$ cat config.mk
export PLATFORM = sky130hd
export DESIGN_NAME = dac_spi_tx_flat
export DESIGN_NICKNAME = d
export VERILOG_FILES = /design/src/rtl/dac_spi_if.sv /design/src/rtl/dac_spi_tx.sv /design/src/flat_wrapper.sv
export SDC_FILE = /design/constraint.sdc
export NUM_CORES = 1
export LEC_CHECK = 0
export BUFFER_PORTS_ARGS = -buffer_cell sky130_fd_sc_hd__buf_2
export CAP_MARGIN = 30
export CORE_ASPECT_RATIO = 0.5
export CORE_UTILIZATION = 57
export CTS_BUF_LIST = sky130_fd_sc_hd__clkbuf_8
export CTS_CLUSTER_DIAMETER = 100
export DETAILED_ROUTE_END_ITERATION = 8
export GPL_TIMING_DRIVEN = 0
export HOLD_SLACK_MARGIN = 0.05
export PLACE_DENSITY_LB_ADDON = 0.3
export SLEW_MARGIN = 0
export SYNTH_ARGS = -nofsm -noshare
export SYNTH_HDL_FRONTEND = slang
export SYNTH_SLANG_ARGS = --single-unit
$ cat constraint.sdc
create_clock -name clk -period 2.6 [get_ports clk]
set_input_delay 0.26 -clock clk [delete_from_list [all_inputs] [get_ports clk]]
set_output_delay 0.26 -clock clk [all_outputs]
set_load 0.02 [all_outputs]
$ cat src/rtl/dac_spi_if.sv
// FIFO-pop and SPI pins shared by dac_spi_tx and its neighbours.
// The master is the transmitter; the slave side is the FIFO plus the DAC.
interface dac_spi_if #(
  parameter int DATA_W = 32
);
  logic              empty_dac;
  logic              rd_dac;
  logic [DATA_W-1:0] dac_fifo_out;
  logic              sclk;
  logic              cs_n;
  logic              mosi;

  modport master (
    input  empty_dac, dac_fifo_out,
    output rd_dac, sclk, cs_n, mosi
  );

  modport slave (
    output empty_dac, dac_fifo_out,
    input  rd_dac, sclk, cs_n, mosi
  );
endinterface

$ cat src/rtl/dac_spi_tx.sv
// Pops words from the DAC FIFO and shifts them MSB-first over SPI mode 0.
// Counts completed frames and flags a sticky underrun once streaming has started.
module dac_spi_tx #(
  parameter int DATA_W    = 32,
  parameter int CLK_DIV   = 2,
  parameter int FRAME_GAP = 2
) (
  input  logic         clk,
  input  logic         rst,
  input  logic         enable,
  dac_spi_if.master    dif,
  output logic         busy,
  output logic [15:0]  frame_cnt,
  output logic         underrun
);
  localparam int DIV_W = (CLK_DIV   > 1) ? $clog2(CLK_DIV)   : 1;
  localparam int BIT_W = (DATA_W    > 1) ? $clog2(DATA_W)    : 1;
  localparam int GAP_W = (FRAME_GAP > 1) ? $clog2(FRAME_GAP) : 1;
  localparam logic [DIV_W-1:0] DIV_LAST = DIV_W'(CLK_DIV - 1);
  localparam logic [BIT_W-1:0] BIT_LAST = BIT_W'(DATA_W - 1);
  localparam logic [GAP_W-1:0] GAP_LAST = GAP_W'(FRAME_GAP - 1);

  typedef enum logic [1:0] {IDLE, SHIFT, GAP} state_e;

  state_e              state_q, state_d;
  // Holds only the bits still to be sent; the current bit lives in mosi_q.
  logic [DATA_W-2:0]   shift_q, shift_d;
  logic [DIV_W-1:0]    div_q, div_d;
  logic [BIT_W-1:0]    bit_q, bit_d;
  logic [GAP_W-1:0]    gap_q, gap_d;
  logic                sclk_q, sclk_d;
  logic                cs_n_q, cs_n_d;
  logic                mosi_q, mosi_d;
  logic                busy_q, busy_d;
  logic [15:0]         frame_cnt_q, frame_cnt_d;
  logic                underrun_q, underrun_d;
  logic                started_q, started_d;
  logic                rd;

  assign rd = (state_q == IDLE) && enable && !dif.empty_dac && !rst;

  always_comb begin
    state_d     = state_q;
    shift_d     = shift_q;
    div_d       = div_q;
    bit_d       = bit_q;
    gap_d       = gap_q;
    sclk_d      = sclk_q;
    cs_n_d      = cs_n_q;
    mosi_d      = mosi_q;
    frame_cnt_d = frame_cnt_q;
    underrun_d  = underrun_q;
    started_d   = started_q;
    case (state_q)
      IDLE: begin
        if (rd) begin
          state_d = SHIFT;
          shift_d = dif.dac_fifo_out[DATA_W-2:0];
          mosi_d  = dif.dac_fifo_out[DATA_W-1];
          cs_n_d  = 1'b0;
          sclk_d  = 1'b0;
          div_d   = '0;
          bit_d   = '0;
        end else if (enable && dif.empty_dac && started_q) begin
          underrun_d = 1'b1;
        end
      end
      SHIFT: begin
        if (div_q == DIV_LAST) begin
          div_d = '0;
          if (!sclk_q) begin
            sclk_d = 1'b1;
          end else begin
            // Falling sclk: either advance to the next bit or close the frame.
            sclk_d = 1'b0;
            if (bit_q == BIT_LAST) begin
              state_d     = GAP;
              cs_n_d      = 1'b1;
              mosi_d      = 1'b0;
              gap_d       = '0;
              frame_cnt_d = frame_cnt_q + 16'd1;
              started_d   = 1'b1;
            end else begin
              bit_d   = bit_q + 1'b1;
              mosi_d  = shift_q[DATA_W-2];
              shift_d = shift_q << 1;
            end
          end
        end else begin
          div_d = div_q + 1'b1;
        end
      end
      GAP: begin
        if (gap_q == GAP_LAST) state_d = IDLE;
        else                   gap_d   = gap_q + 1'b1;
      end
      default: state_d = IDLE;
    endcase
    busy_d = (state_d != IDLE);
  end

  always_ff @(posedge clk) begin
    if (rst) begin
      state_q     <= IDLE;
      shift_q     <= '0;
      div_q       <= '0;
      bit_q       <= '0;
      gap_q       <= '0;
      sclk_q      <= 1'b0;
      cs_n_q      <= 1'b1;
      mosi_q      <= 1'b0;
      busy_q      <= 1'b0;
      frame_cnt_q <= '0;
      underrun_q  <= 1'b0;
      started_q   <= 1'b0;
    end else begin
      state_q     <= state_d;
      shift_q     <= shift_d;
      div_q       <= div_d;
      bit_q       <= bit_d;
      gap_q       <= gap_d;
      sclk_q      <= sclk_d;
      cs_n_q      <= cs_n_d;
      mosi_q      <= mosi_d;
      busy_q      <= busy_d;
      frame_cnt_q <= frame_cnt_d;
      underrun_q  <= underrun_d;
      started_q   <= started_d;
    end
  end

  assign dif.rd_dac = rd;
  assign dif.sclk   = sclk_q;
  assign dif.cs_n   = cs_n_q;
  assign dif.mosi   = mosi_q;
  assign busy       = busy_q;
  assign frame_cnt  = frame_cnt_q;
  assign underrun   = underrun_q;
endmodule

$ cat src/flat_wrapper.sv
// flat-port wrapper written by rule: the top's interface ports become plain ports
module dac_spi_tx_flat 
#(
  parameter int DATA_W    = 32,
  parameter int CLK_DIV   = 2,
  parameter int FRAME_GAP = 2
)
  (clk, rst, enable, busy, frame_cnt, underrun, dif_empty_dac, dif_dac_fifo_out, dif_rd_dac, dif_sclk, dif_cs_n, dif_mosi);
  dac_spi_if #(.DATA_W(DATA_W)) dif_i ();
  input  logic clk;
  input  logic rst;
  input  logic enable;
  output logic busy;
  output logic [15:0] frame_cnt;
  output logic underrun;
  input wire logic [$bits(dif_i.empty_dac)-1:0] dif_empty_dac;
  input wire logic [$bits(dif_i.dac_fifo_out)-1:0] dif_dac_fifo_out;
  output wire logic [$bits(dif_i.rd_dac)-1:0] dif_rd_dac;
  output wire logic [$bits(dif_i.sclk)-1:0] dif_sclk;
  output wire logic [$bits(dif_i.cs_n)-1:0] dif_cs_n;
  output wire logic [$bits(dif_i.mosi)-1:0] dif_mosi;
  assign dif_i.empty_dac = dif_empty_dac;
  assign dif_i.dac_fifo_out = dif_dac_fifo_out;
  assign dif_rd_dac = dif_i.rd_dac;
  assign dif_sclk = dif_i.sclk;
  assign dif_cs_n = dif_i.cs_n;
  assign dif_mosi = dif_i.mosi;
  dac_spi_tx #(.DATA_W(DATA_W), .CLK_DIV(CLK_DIV), .FRAME_GAP(FRAME_GAP)) u_core (.clk(clk), .rst(rst), .enable(enable), .dif(dif_i), .busy(busy), .frame_cnt(frame_cnt), .underrun(underrun));
endmodule
==> qor.yml <==
cts:
  hold_buffers: 0
  cts_made_buffers: 9
  clkSlewWorstSetupHoldPaths_ns: 0.07
  clk_path_buf_depth: 2
  cts_root_buf: "clkbuf_8"
  cts.sinks: 62
  clock_latency_ns: 0.35
  htree_levels: 3
  cts_tree: "done"
logic_synthesis:
  synth_ff_type: "dfxtp_1"
  ys_warn_count: 0
  synth.mux.area_fraction_pct: 1.15
  synth_seq_cells: 62
  syn_area_per_cell_um2: 8.72
  synthXorXnorAreaFrac_pct: 2.98
  synth-simple-area-share_pct: 25.5
  ys_types: 38
  netlist.area_leader.share_pct: 42.2
  async_flop_share_pct: 0
  synth_nets: 376
  netlist_top_cells_area: "dfxtp_1, a311oi_2, nand2_1, nor2_1, xnor2_1"
  synth_top_area_cell: "dfxtp_1"
  synth_edf_count: 0
  synth-compound-area-share_pct: 21.8
  syn_area_um2: 2940
  yosysSeqAreaShare_pct: 42.2
  synthAdderAreaFrac_pct: 1.28
  synthCells: 337
  synth_top_family_by_area: "simple AND/OR/NAND/NOR gates"
final_layout:
  finalNonFillerCells: 481
  fillers: 373
  fin_area_um2: 3560
  area_growth_pct: 21.3
  final_cell_mix: "nand2_1, dfxtp_1, buf_2, nor2_1, a311oi_2"
  drive_gt1_share_pct: 28.5
  nNetsFinal: 445
  n_antenna_cell: 0
  final_common_cell: "nand2_1"
floorplanning:
  start_util_pct: 59.6
  die_y_um: 52.8
  fp.coreArea_um2: 4930
  row_count: 18
  die_w_um: 104
  pin_count: 58
  die_area_um2: 5460
routing:
  totalWireLength_mm: 6.70
  final_antenna_net_count: 0
  via_count: 2701
  vias_per_cell: 5.62
  wl_per_cell_um: 13.9
  drtIter0Drc: 162
  drcViolationCount: 0
  first_pass_iters: 4
global_routing:
  grt_max_degree: 11
  antenna_found_initial: 0
  grt_pass1_vias: 2424
  grt_overflow: 0
  grt_util_all_layers_pct: 26.0
  grt_pass1_wl_mm: 11.0
critical_path:
  rr_endpoint: "u_core.frame_cnt[13]"
  reg2reg_depth: 8
  cpMostUsedCell: "ha_1"
  end_kind: "register"
  worstSetupPathType: "register to register"
  crit_path_end: "u_core.frame_cnt[13]"
  timing.rr.start: "u_core.bit_q[0]"
  cp_slowest_stage_delay_ns: 0.60
  worstPathRequired_ns: 2.88
  slowest_stage: "or4_4"
  rrSetupSlack_ns: 0.15
  worstPathArrival_ns: 2.73
  crit_start: "u_core.bit_q[0]"
  path_cells: "ha_1, and3_1, ha_1, clkbuf_4, nand4_1, or4_4, or3_1, a21oi_1"
  startpoint_type: "register"
  critPathMaxFanout: 9
place:
  post-dp-hpwl_mm: 4.66
  gp_congestion: 0.783
  post_dp_cell_area_um2: 3310
  dpl.cell_count: 464
  port_buffers: 57
sta:
  min_period_ns: 2.45
  setup_violations: 0
  skew_ns: 0.00625
  hold_viol: 0
  max_freq_ghz: 0.408
  fin_crit_sh_pct: 94.3
  slew_headroom_pct: 53.2
  worstMarginPinSlew_ns: 0.702
  final_max_slew_viol_count: 0
pwr:
  ir_worst_vdd_mv: 0.351
  p_per_area_nw_per_um2: 615
  cellLeakagePower_nw: 1.41
flow_run:
  maxCapViolations: 0
min_path:
  worstHoldPathType: "primary input to register"
outcome:
  outcome: "finished clean"
[Yosys cell counts, types with 2 or more instances]
library cell	number
a221oi_1	2
and3_1	3
nor2_1	53
nor3_1	4
clkbuf_1	16
mux2_2	3
a21oi_1	13
a311oi_1	3
o21ai_0	8
nor2b_1	3
a311oi_2	27
nand2_1	68
dfxtp_1	62
nand2b_1	4
nor4_1	6
buf_4	2
nand3_1	14
ha_1	3
buf_2	4
or3_1	4
nand3b_1	2
xnor2_1	9
buf_6	3
inv_1	5
nand4_1	3
[logic make-up (layout without fill, tap and decap cells)]
kind of cell	count (synthesis)	after routing
AOI/OAI and AO/OA	61	61
xor gates and xnor gates	10	10
adders and majority gates	3	3
buffers and inverters	30	104
DFF	62	62
muxes	3	3
and+or+nand+nor	168	168
[per-layer routing]
layer | GRT usage (%) | vias to the layer above | wire length [µm]
met5 | 0 | - | 0
met4 | 11.4 | 0 | 127
met3 | 9.81 | 16 | 409
met2 | 42.1 | 88 | 3070
met1 | 31.5 | 1277 | 3090
li1 | - | 1320 | -
[timing repair]
item                                    in CTS  in global routing
gates resized for setup                      0                  3
setup buffers                                0                  1
endpoints found under the setup margin       0                  5
[cell type report]
type | instances | area (µm²) | area share (%)
tap | 70 | 87.6 | 2.46
inverter | 5 | 18.8 | 0.527
timing repair buffer | 58 | 293 | 8.21
clock buffer | 12 | 165 | 4.63
sequential | 62 | 1240 | 34.8
buffer | 25 | 131 | 3.69
clock inverter | 4 | 68.8 | 1.93
multi-input combinational | 245 | 1560 | 43.7
[stage by stage]
stage | util (%) | total power [mW] | TNS, ns | worst slack (ns) | hold slack [ns]
after floorplan | - | 1.16 | 0 | 0.352 | 0.412
final | 72.3 | 2.19 | 0 | 0.148 | 0.182
after global placement | 67.1 | 1.21 | 0 | 0.179 | 0.441
after global routing | 72.3 | 2.27 | -0.0107 | -0.00996 | 0.184
after CTS | 71.9 | 2.19 | 0 | 0.0616 | 0.172
after detailed placement | 67.1 | 1.22 | 0 | 0.0912 | 0.458
[registers in the layout, indices dropped and copies added (netlist names)]
name and flops:
u_core.dif.cs_n 1, u_core.shift_q 31, u_core.gap_q 1, u_core.dif.mosi 1, u_core.frame_cnt 16, u_core.busy 1
u_core.started_q 1, u_core.div_q 1, u_core.dif.sclk 1, u_core.underrun 1, u_core.state_q 2, u_core.bit_q 5
[power by group]
group | switching, mW | internal [mW] | leakage, nW
clock network | 0.374 | 0.613 | 0.124
registers | 0.0172 | 0.981 | 0.504
logic | 0.125 | 0.0811 | 0.779
total | 0.516 | 1.68 | 1.41
[critical path, delay by kind of cell, from the launching register on]
| kind | cells | cell delay, ns |
|---|---|---|
| flip-flops | 1 | 0.38 |
| buffers and inverters | 1 | 0.21 |
| AO/OA/AOI/OAI | 1 | 0.14 |
| AND/OR/NAND/NOR | 4 | 1.31 |
| adder cells (fa/ha/maj) | 2 | 0.35 |
[worst min path at each step]
stage	from	slack, ns	cells past startpoint	endpoint
2_1_floorplan	dif_dac_fifo_out[0]	0.41	2	u_core.shift_q[0]
3_3_place_gp	u_core.dif.cs_n	0.44	1	u_core.dif.cs_n
3_5_place_dp	u_core.bit_q[4]	0.46	2	u_core.bit_q[4]
4_1_cts	dif_dac_fifo_out[0]	0.17	3	u_core.shift_q[0]
5_1_grt	dif_dac_fifo_out[0]	0.18	3	u_core.shift_q[0]
6_report	dif_dac_fifo_out[0]	0.18	3	u_core.shift_q[0]
No activity file was read; power rests on OpenSTA's default activity.
